[src/rtl/ev_cs_auth_engine.sv]
// -----------------------------------------------------------------------------
// ev_cs_auth_engine
//   EV-side mutual authentication engine for an EV / charging-station session.
//   Exchanges four messages (M1 out, M2 in, M3 out, M4 in) over word streams,
//   checks the station's proof and reports success, or a failure with a cause.
//
// Ports
//   clk, rst_n        rising-edge clock, synchronous active-low reset
//   start             begin a session (ignored while busy)
//   ev_psid, ev_pub,
//   cs_pub, ev_rs     session inputs, latched on an accepted start
//   tx_valid/ready/
//   data/last         outgoing message stream, tx_last on final word
//   rx_valid/ready/
//   data/last         incoming message stream, rx_last on final word
//   busy              session in progress
//   auth_ok/auth_fail one-cycle result pulses
//   fail_code         0 none, 1 timeout, 2 verify, 3 framing (held to next start)
//   session_key       derived key (zero unless AUTH_SESSION_KEY_EN is defined)
//
// Configuration
//   AUTH_SESSION_KEY_EN  adds the KEY state and the session-key hash.
// -----------------------------------------------------------------------------
module ev_cs_auth_engine #(
    parameter int unsigned W           = 64,
    parameter int unsigned PUF_ROUNDS  = 64,
    parameter int unsigned TIMEOUT_CYC = 1024,
    parameter int unsigned MAX_RETRY   = 2
) (
    input  logic         clk,
    input  logic         rst_n,
    input  logic         start,
    input  logic [W-1:0] ev_psid,
    input  logic [W-1:0] ev_pub,
    input  logic [W-1:0] cs_pub,
    input  logic [W-1:0] ev_rs,
    output logic         tx_valid,
    input  logic         tx_ready,
    output logic [W-1:0] tx_data,
    output logic         tx_last,
    input  logic         rx_valid,
    output logic         rx_ready,
    input  logic [W-1:0] rx_data,
    input  logic         rx_last,
    output logic         busy,
    output logic         auth_ok,
    output logic         auth_fail,
    output logic [1:0]   fail_code,
    output logic [W-1:0] session_key
);
    localparam int unsigned   TW        = (TIMEOUT_CYC > 1) ? $clog2(TIMEOUT_CYC) : 1;
    localparam int unsigned   RW        = (MAX_RETRY > 0) ? $clog2(MAX_RETRY + 1) : 1;
    localparam logic [TW-1:0] TOUT_LAST = TW'(TIMEOUT_CYC - 1);
    localparam logic [RW-1:0] RETRY_MAX = RW'(MAX_RETRY);
    localparam logic [1:0]    FC_TIMEOUT = 2'd1;
    localparam logic [1:0]    FC_VERIFY  = 2'd2;
    localparam logic [1:0]    FC_FRAMING = 2'd3;

    typedef enum logic [3:0] {
        IDLE, SEND_M1, WAIT_M2, SEND_M3, WAIT_M4, VERIFY, KEY, DONE, FAIL
    } state_t;

`ifdef AUTH_SESSION_KEY_EN
    localparam state_t PASS_STATE = KEY;
`else
    localparam state_t PASS_STATE = DONE;
`endif

    state_t        state, state_next;
    logic [W-1:0]  psid_q, evpub_q, cspub_q, evrs_q, n1;
    logic [W-1:0]  cs_id, ch_k, ki, cs_id4, ch_k4, rsk;
    logic [2:0]    idx;
    logic [TW-1:0] tout_cnt;
    logic [RW-1:0] retry_cnt;
    logic [1:0]    fail_cause;
    logic [W-1:0]  rx_word;
    logic          tx_fire, rx_fire, in_wait, at_last, tout_expire, verify_ok;

    // LFSR-based PUF model; linear, so it collapses to an XOR network.
    function automatic logic [W-1:0] puf(input logic [W-1:0] x_in);
        logic [W-1:0] x;
        x = x_in;
        for (int unsigned r = 0; r < PUF_ROUNDS; r++)
            x = {x[W-2:0], x[W-1] ^ x[W-2] ^ x[W-4] ^ x[W-5]};
        return x;
    endfunction

    assign tx_fire     = tx_valid & tx_ready;
    assign rx_fire     = rx_valid & rx_ready;
    assign in_wait     = (state == WAIT_M2) || (state == WAIT_M4);
    assign tout_expire = (tout_cnt == TOUT_LAST);
    assign rx_word     = rx_data ^ ((state == WAIT_M2) ? evpub_q : ki);
    assign verify_ok   = (rsk == puf(ch_k)) && (cs_id4 == cs_id) && (ch_k4 == ch_k);

    always_comb begin
        case (state)
            SEND_M1:          at_last = (idx == 3'd2);
            WAIT_M2:          at_last = (idx == 3'd3);
            SEND_M3, WAIT_M4: at_last = (idx == 3'd4);
            default:          at_last = 1'b0;
        endcase
    end

    // State register
    always_ff @(posedge clk) begin
        if (!rst_n) state <= IDLE;
        else        state <= state_next;
    end

    // Next-state logic; an accepted word beats a coincident timeout.
    always_comb begin
        state_next = state;
        fail_cause = 2'd0;
        case (state)
            IDLE:    if (start) state_next = SEND_M1;
            SEND_M1: if (tx_fire && at_last) state_next = WAIT_M2;
            SEND_M3: if (tx_fire && at_last) state_next = WAIT_M4;
            WAIT_M2, WAIT_M4: begin
                if (rx_fire) begin
                    if (rx_last != at_last) begin
                        state_next = FAIL;
                        fail_cause = FC_FRAMING;
                    end else if (at_last) begin
                        state_next = (state == WAIT_M2) ? SEND_M3 : VERIFY;
                    end
                end else if (tout_expire) begin
                    if (retry_cnt < RETRY_MAX) begin
                        state_next = SEND_M1;
                    end else begin
                        state_next = FAIL;
                        fail_cause = FC_TIMEOUT;
                    end
                end
            end
            VERIFY: begin
                if (verify_ok) begin
                    state_next = PASS_STATE;
                end else begin
                    state_next = FAIL;
                    fail_cause = FC_VERIFY;
                end
            end
            KEY:       state_next = DONE;
            DONE, FAIL: state_next = IDLE;
            default:   state_next = IDLE;
        endcase
    end

    // Output logic
    always_comb begin
        tx_valid  = 1'b0;
        tx_last   = 1'b0;
        tx_data   = '0;
        rx_ready  = in_wait;
        busy      = (state != IDLE);
        auth_ok   = (state == DONE);
        auth_fail = (state == FAIL);
        case (state)
            SEND_M1: begin
                tx_valid = 1'b1;
                tx_last  = at_last;
                case (idx)
                    3'd0:    tx_data = psid_q ^ cspub_q;
                    3'd1:    tx_data = n1 ^ cspub_q;
                    default: tx_data = evpub_q ^ cspub_q;
                endcase
            end
            SEND_M3: begin
                tx_valid = 1'b1;
                tx_last  = at_last;
                case (idx)
                    3'd0:       tx_data = psid_q ^ cspub_q;
                    3'd1, 3'd3: tx_data = ch_k ^ cspub_q;
                    3'd2:       tx_data = evrs_q ^ cspub_q;
                    default:    tx_data = ki ^ cspub_q;
                endcase
            end
            default: ;
        endcase
    end

    // Session datapath
    always_ff @(posedge clk) begin
        if (!rst_n) begin
            psid_q <= '0; evpub_q <= '0; cspub_q <= '0; evrs_q <= '0; n1 <= '0;
            cs_id <= '0; ch_k <= '0; ki <= '0; cs_id4 <= '0; ch_k4 <= '0; rsk <= '0;
            idx <= '0; tout_cnt <= '0; retry_cnt <= '0; fail_code <= '0;
        end else begin
            if (state == IDLE && start) begin
                psid_q    <= ev_psid;
                evpub_q   <= ev_pub;
                cspub_q   <= cs_pub;
                evrs_q    <= ev_rs;
                n1        <= n1 + 1'b1;
                retry_cnt <= '0;
                fail_code <= '0;
            end else if (in_wait && state_next == SEND_M1) begin
                retry_cnt <= retry_cnt + 1'b1;
            end

            // Word index restarts on every state change, including retransmission.
            if (state_next != state)      idx <= '0;
            else if (tx_fire || rx_fire)  idx <= idx + 3'd1;

            if (!in_wait || rx_fire || state_next != state) tout_cnt <= '0;
            else                                            tout_cnt <= tout_cnt + 1'b1;

            if (rx_fire && state == WAIT_M2) begin
                case (idx)
                    3'd0:    cs_id <= rx_word;
                    3'd1:    ch_k  <= rx_word;
                    3'd3:    ki    <= puf(rx_word);
                    default: ;
                endcase
            end
            if (rx_fire && state == WAIT_M4) begin
                case (idx)
                    3'd0:    cs_id4 <= rx_word;
                    3'd1:    ch_k4  <= rx_word;
                    3'd3:    rsk    <= rx_word;
                    default: ;
                endcase
            end

            if (state != FAIL && state_next == FAIL) fail_code <= fail_cause;
        end
    end

`ifdef AUTH_SESSION_KEY_EN
    localparam logic [W-1:0] HASH_INIT = {(W/8){8'hA5}};
    localparam logic [W-1:0] HASH_MIX  = {(W/8){8'hC3}};

    logic [W-1:0] n2, n4, tk;

    function automatic logic [W-1:0] hash4(input logic [W-1:0] w0, w1, w2, w3);
        logic [W-1:0] s;
        logic [W-1:0] w [4];
        w[0] = w0; w[1] = w1; w[2] = w2; w[3] = w3;
        s = HASH_INIT;
        for (int unsigned i = 0; i < 4; i++) begin
            s = s ^ w[i];
            s = {s[W-4:0], s[W-1:W-3]} ^ (s >> 5) ^ (HASH_MIX >> (8 * (i % (W/8))));
        end
        return s;
    endfunction

    always_ff @(posedge clk) begin
        if (!rst_n) begin
            n2 <= '0; n4 <= '0; tk <= '0; session_key <= '0;
        end else begin
            if (rx_fire && state == WAIT_M2 && idx == 3'd2) n2 <= rx_word;
            if (rx_fire && state == WAIT_M4 && idx == 3'd2) n4 <= rx_word;
            if (rx_fire && state == WAIT_M4 && idx == 3'd4) tk <= rx_word;
            if (state == KEY) session_key <= hash4(ki, n2, n4, tk);
        end
    end
`else
    assign session_key = '0;
`endif

endmodule

[config.mk]
export PLATFORM = sky130hd
export DESIGN_NAME = ev_cs_auth_engine
export DESIGN_NICKNAME = d
export VERILOG_FILES = /design/src/rtl/ev_cs_auth_engine.sv
export SDC_FILE = /design/constraint.sdc
export NUM_CORES = 2
export LEC_CHECK = 0
export ABC_AREA = 1
export CORE_MARGIN = 4
export CORE_UTILIZATION = 55
export CTS_CLUSTER_DIAMETER = 60
export DETAILED_ROUTE_END_ITERATION = 10
export PLACE_DENSITY = 0.76
export SLEW_MARGIN = 20
export SYNTH_ARGS = -nofsm -noshare
export SYNTH_HDL_FRONTEND = slang
export SYNTH_SLANG_ARGS = --single-unit
[constraint.sdc]
create_clock -name clk -period 3.8 [get_ports clk]
set_clock_uncertainty 0.05 [all_clocks]
set_input_delay 0.95 -clock clk [delete_from_list [all_inputs] [get_ports clk]]
set_output_delay 0.95 -clock clk [all_outputs]
set_load 0.02 [all_outputs]
==> flow_metrics.py <==
metrics = {
    "place": {
        "port_buffers": 397,
        "dp.cells": 7230,
        "routabilityCongestion": 1.00,
        "place_hpwl_um": 113000,
    },
    "drt": {
        "routedWlPerCell_um": 20.7,
        "drt_iter0_drc": 5233,
        "dr_total_vias": 41712,
        "drc": 0,
        "vias_per_cell": 5.63,
        "drtAntennaViolNets": 0,
        "wirelength_um": 154000,
        "firstDrtPassIters": 6,
    },
    "critical_path": {
        "crit_type": "register to primary output",
        "r2r_slack_ps": 320,
        "crit_arrival_ps": 2960,
        "slowest_stage": "dfxtp_4",
        "crit_required_ps": 2800,
        "worst_setup_path_start_kind": "register",
        "worstPathCellList": "ha_4 -> ha_4 -> nor2_4 -> inv_2 -> nor2_4 -> buf_12 -> buf_12 -> buf_16 -> a21oi_1 -> xor2_1 -> o211ai_1 -> nand2_1 -> buf_6",
        "critPathMaxFanout": 8,
        "end_kind": "primary output",
        "crit_path_max_incr_delay_ps": 360,
    },
    "logic_synthesis": {
        "avgSynthCellArea_um2": 6.70,
        "synth_cell_types": 53,
        "ys_warn_count": 0,
        "ys_async_sr_fraction_pct": 0,
        "ys_seq_area_share_pct": 35.7,
        "ys_ff_latch": 725,
        "syn_inst": 6065,
        "synth_edf_count": 0,
        "synth_ff_type": "dfxtp_1",
        "syn_area_um2": 40600,
    },
    "power": {
        "power_density_nw_per_um2": 379,
        "power_mw": 18.7,
        "vdd_drop_max_mv": 0.318,
        "p_leak_nw": 22.5,
    },
    "grt": {
        "first_global_vias": 37110,
        "grt_max_degree": 200,
        "antenna_found_initial": 13,
        "grt.total_usage_pct": 36.9,
        "grt_pass1_wl_um": 222000,
        "grt-ovfl-total": 0,
    },
    "status": {
        "violations": "setup timing",
        "outcome": "finished with violations",
    },
    "clock_network": {
        "cts-hold-fix-buffers": 0,
        "clock_path_buffers": 3,
        "cts_tree": "done",
        "root_buffer": "clkbuf_16",
        "cts.sinks": 725,
        "clk_latency_ps": 660,
        "clk_pin_slew_ps": 60,
        "htree_levels": 3,
        "numCtsBuffers": 82,
    },
    "timing": {
        "rsz0062_at_grt": "true",
        "fin_crit_sh_pct": 104,
        "hold_viol": 0,
        "worst_slew_pin_slew_ps": 1250,
        "slew_headroom_pct": 16.5,
        "fmax_ghz": 0.253,
        "period_needed_ps": 3960,
        "fin_ws_ps": -159,
        "setup_viol": 53,
        "drv_slew": 0,
    },
    "die": {
        "dieWidth_um": 280,
        "fp.dieArea_um2": 78300,
        "ios": 462,
        "die_y_um": 280,
        "start_util_pct": 55.6,
        "core_um2": 73100,
        "rows": 99,
    },
    "final_layout": {
        "drive_gt1_share_pct": 8.51,
        "final_nets": 6715,
        "area_growth_syn_to_layout_pct": 21.4,
        "stdcell_count": 7407,
    },
    "min_path": {
        "hp-class": "register to register",
    },
    "flow_run": {
        "drv_cap": 0,
    },
}
## cells by family after synthesis
group                    count (synthesis)  share of synthesized area, %
AO/OA/AOI/OAI                         1819                          23.7
AND/OR/NAND/NOR                       1745                          17.6
buffers and inverters                 1373                          13.6
flip-flops                             725                          35.7
XOR/XNOR                               395                          9.16
adder cells (fa/ha/maj)                  7                         0.216
other                                    1                       0.00923
## area by class of cell
| type | instances | area, um^2 |
|---|---|---|
| timing repair buffer | 546 | 5700 |
| antenna | 5 | 12.5 |
| multi-input combinational | 4030 | 21400 |
| tap | 959 | 1200 |
| clock buffer | 103 | 2220 |
| inverter | 997 | 3770 |
| sequential | 725 | 14500 |
| fill | 6485 | 23800 |
| clock inverter | 42 | 479 |
## through the flow
step | setup TNS [ps] | utilization [%] | worst slack (ps) | instance area, um^2 | hold slack (ps)
floorplan | 0 | - | 741 | 40900 | 368
global placement | 0 | 62.4 | 112 | 45600 | 380
detailed placement | 0 | 62.4 | 52.8 | 45600 | 389
CTS | -2000 | 66.7 | -85.9 | 48700 | 403
global route | -6400 | 67.5 | -177 | 49300 | 422
finish | -3550 | 67.5 | -159 | 49300 | 396
## worst max-delay path, delay by kind of cell, from the launching register on
| kind | cells | cell delay, ps |
|---|---|---|
| adder cells (fa/ha/maj) | 2 | 320 |
| buffers and inverters | 5 | 660 |
| XOR/XNOR | 1 | 180 |
| AND/OR/NAND/NOR | 3 | 480 |
| AO/OA/AOI/OAI | 2 | 300 |
| flip-flops | 1 | 360 |
## cell usage in the layout, fill, tap and decap left out, drive strengths merged, types with 131 or more instances in the layout
| cell type | instances |
|---|---|
| nor2 | 237 |
| o21ai | 812 |
| xor2 | 254 |
| xnor2 | 141 |
| dfxtp | 725 |
| inv | 997 |
| clkdlybuf4s50 | 331 |
| a21oi | 803 |
| o211ai | 131 |
| buf | 206 |
| nand2 | 1287 |
## flip-flops by register name, indices dropped and copies added (netlist names)
name,flops
psid_q,64
cs_id,64
retry_cnt,2
fail_code,2
evpub_q,64
rsk,64
cspub_q,64
idx,3
evrs_q,64
tout_cnt,10
ch_k4,64
n1,64
cs_id4,64
ki,64
state,4
ch_k,64
## Yosys cell counts (6+ instances only)
| cell | number | area share [%] |
|---|---|---|
| a21oi_1 | 803 | 9.9 |
| o21ai_1 | 39 | 0.48 |
| nor3_1 | 41 | 0.50 |
| nor2_1 | 225 | 2.1 |
| xnor2_1 | 137 | 3.0 |
| nand2_2 | 7 | 0.11 |
| nand4_1 | 34 | 0.52 |
| nand3b_1 | 6 | 0.11 |
| nand2_1 | 1273 | 12 |
| o211ai_1 | 130 | 2.4 |
| o21ai_2 | 22 | 0.47 |
| nand2_4 | 7 | 0.19 |
| xor2_1 | 226 | 4.9 |
| nor2_2 | 6 | 0.092 |
| inv_1 | 989 | 9.1 |
| buf_6 | 11 | 0.30 |
| nand3_1 | 105 | 1.3 |
| dfxtp_1 | 725 | 36 |
| clkbuf_1 | 272 | 2.5 |
| buf_4 | 67 | 1.2 |
| ha_1 | 7 | 0.22 |
| buf_1 | 15 | 0.14 |
| o21ai_0 | 751 | 9.2 |
| inv_2 | 6 | 0.055 |
| buf_2 | 6 | 0.074 |
| xor2_2 | 26 | 1.0 |
| o22ai_1 | 64 | 0.99 |
| nor4_1 | 12 | 0.18 |
## layer usage
| layer | vias to the layer above | wire length [um] | GRT usage [%] |
|---|---|---|---|
| li1 | 19864 | - | - |
| met1 | 19212 | 62500 | 50.7 |
| met2 | 2259 | 65500 | 55.2 |
| met3 | 371 | 18400 | 9.93 |
| met4 | 6 | 7050 | 14.9 |
| met5 | - | 45 | 0 |
## power breakdown
part	switching, mW	total, mW	internal [mW]
Combinational	1.68	2.70	1.02
Sequential	0.0856	7.91	7.82
Clock	3.49	8.08	4.59
Total	5.25	18.7	13.4
## final timing paths
kind / start / end / depth (start not counted)
min reg2reg: tout_cnt[0]$_SDFF_PP0_ / tout_cnt[0]$_SDFF_PP0_ / 1
max: idx[0]$_SDFFE_PP0P_ / tx_data[57] / 13
min: tout_cnt[0]$_SDFF_PP0_ / tout_cnt[0]$_SDFF_PP0_ / 1
max reg2reg: ch_k[41]$_SDFFE_PN0P_ / idx[0]$_SDFFE_PP0P_ / 20
## what timing repair did
item | 4_1_cts | 5_1_grt
gates resized for setup | 386 | 101
setup buffers | 11 | 12
pin swaps | 30 | 70
setup endpoints to repair | 66 | 64
cloned | 5 | 5
(Power assumes the default switching activity.)
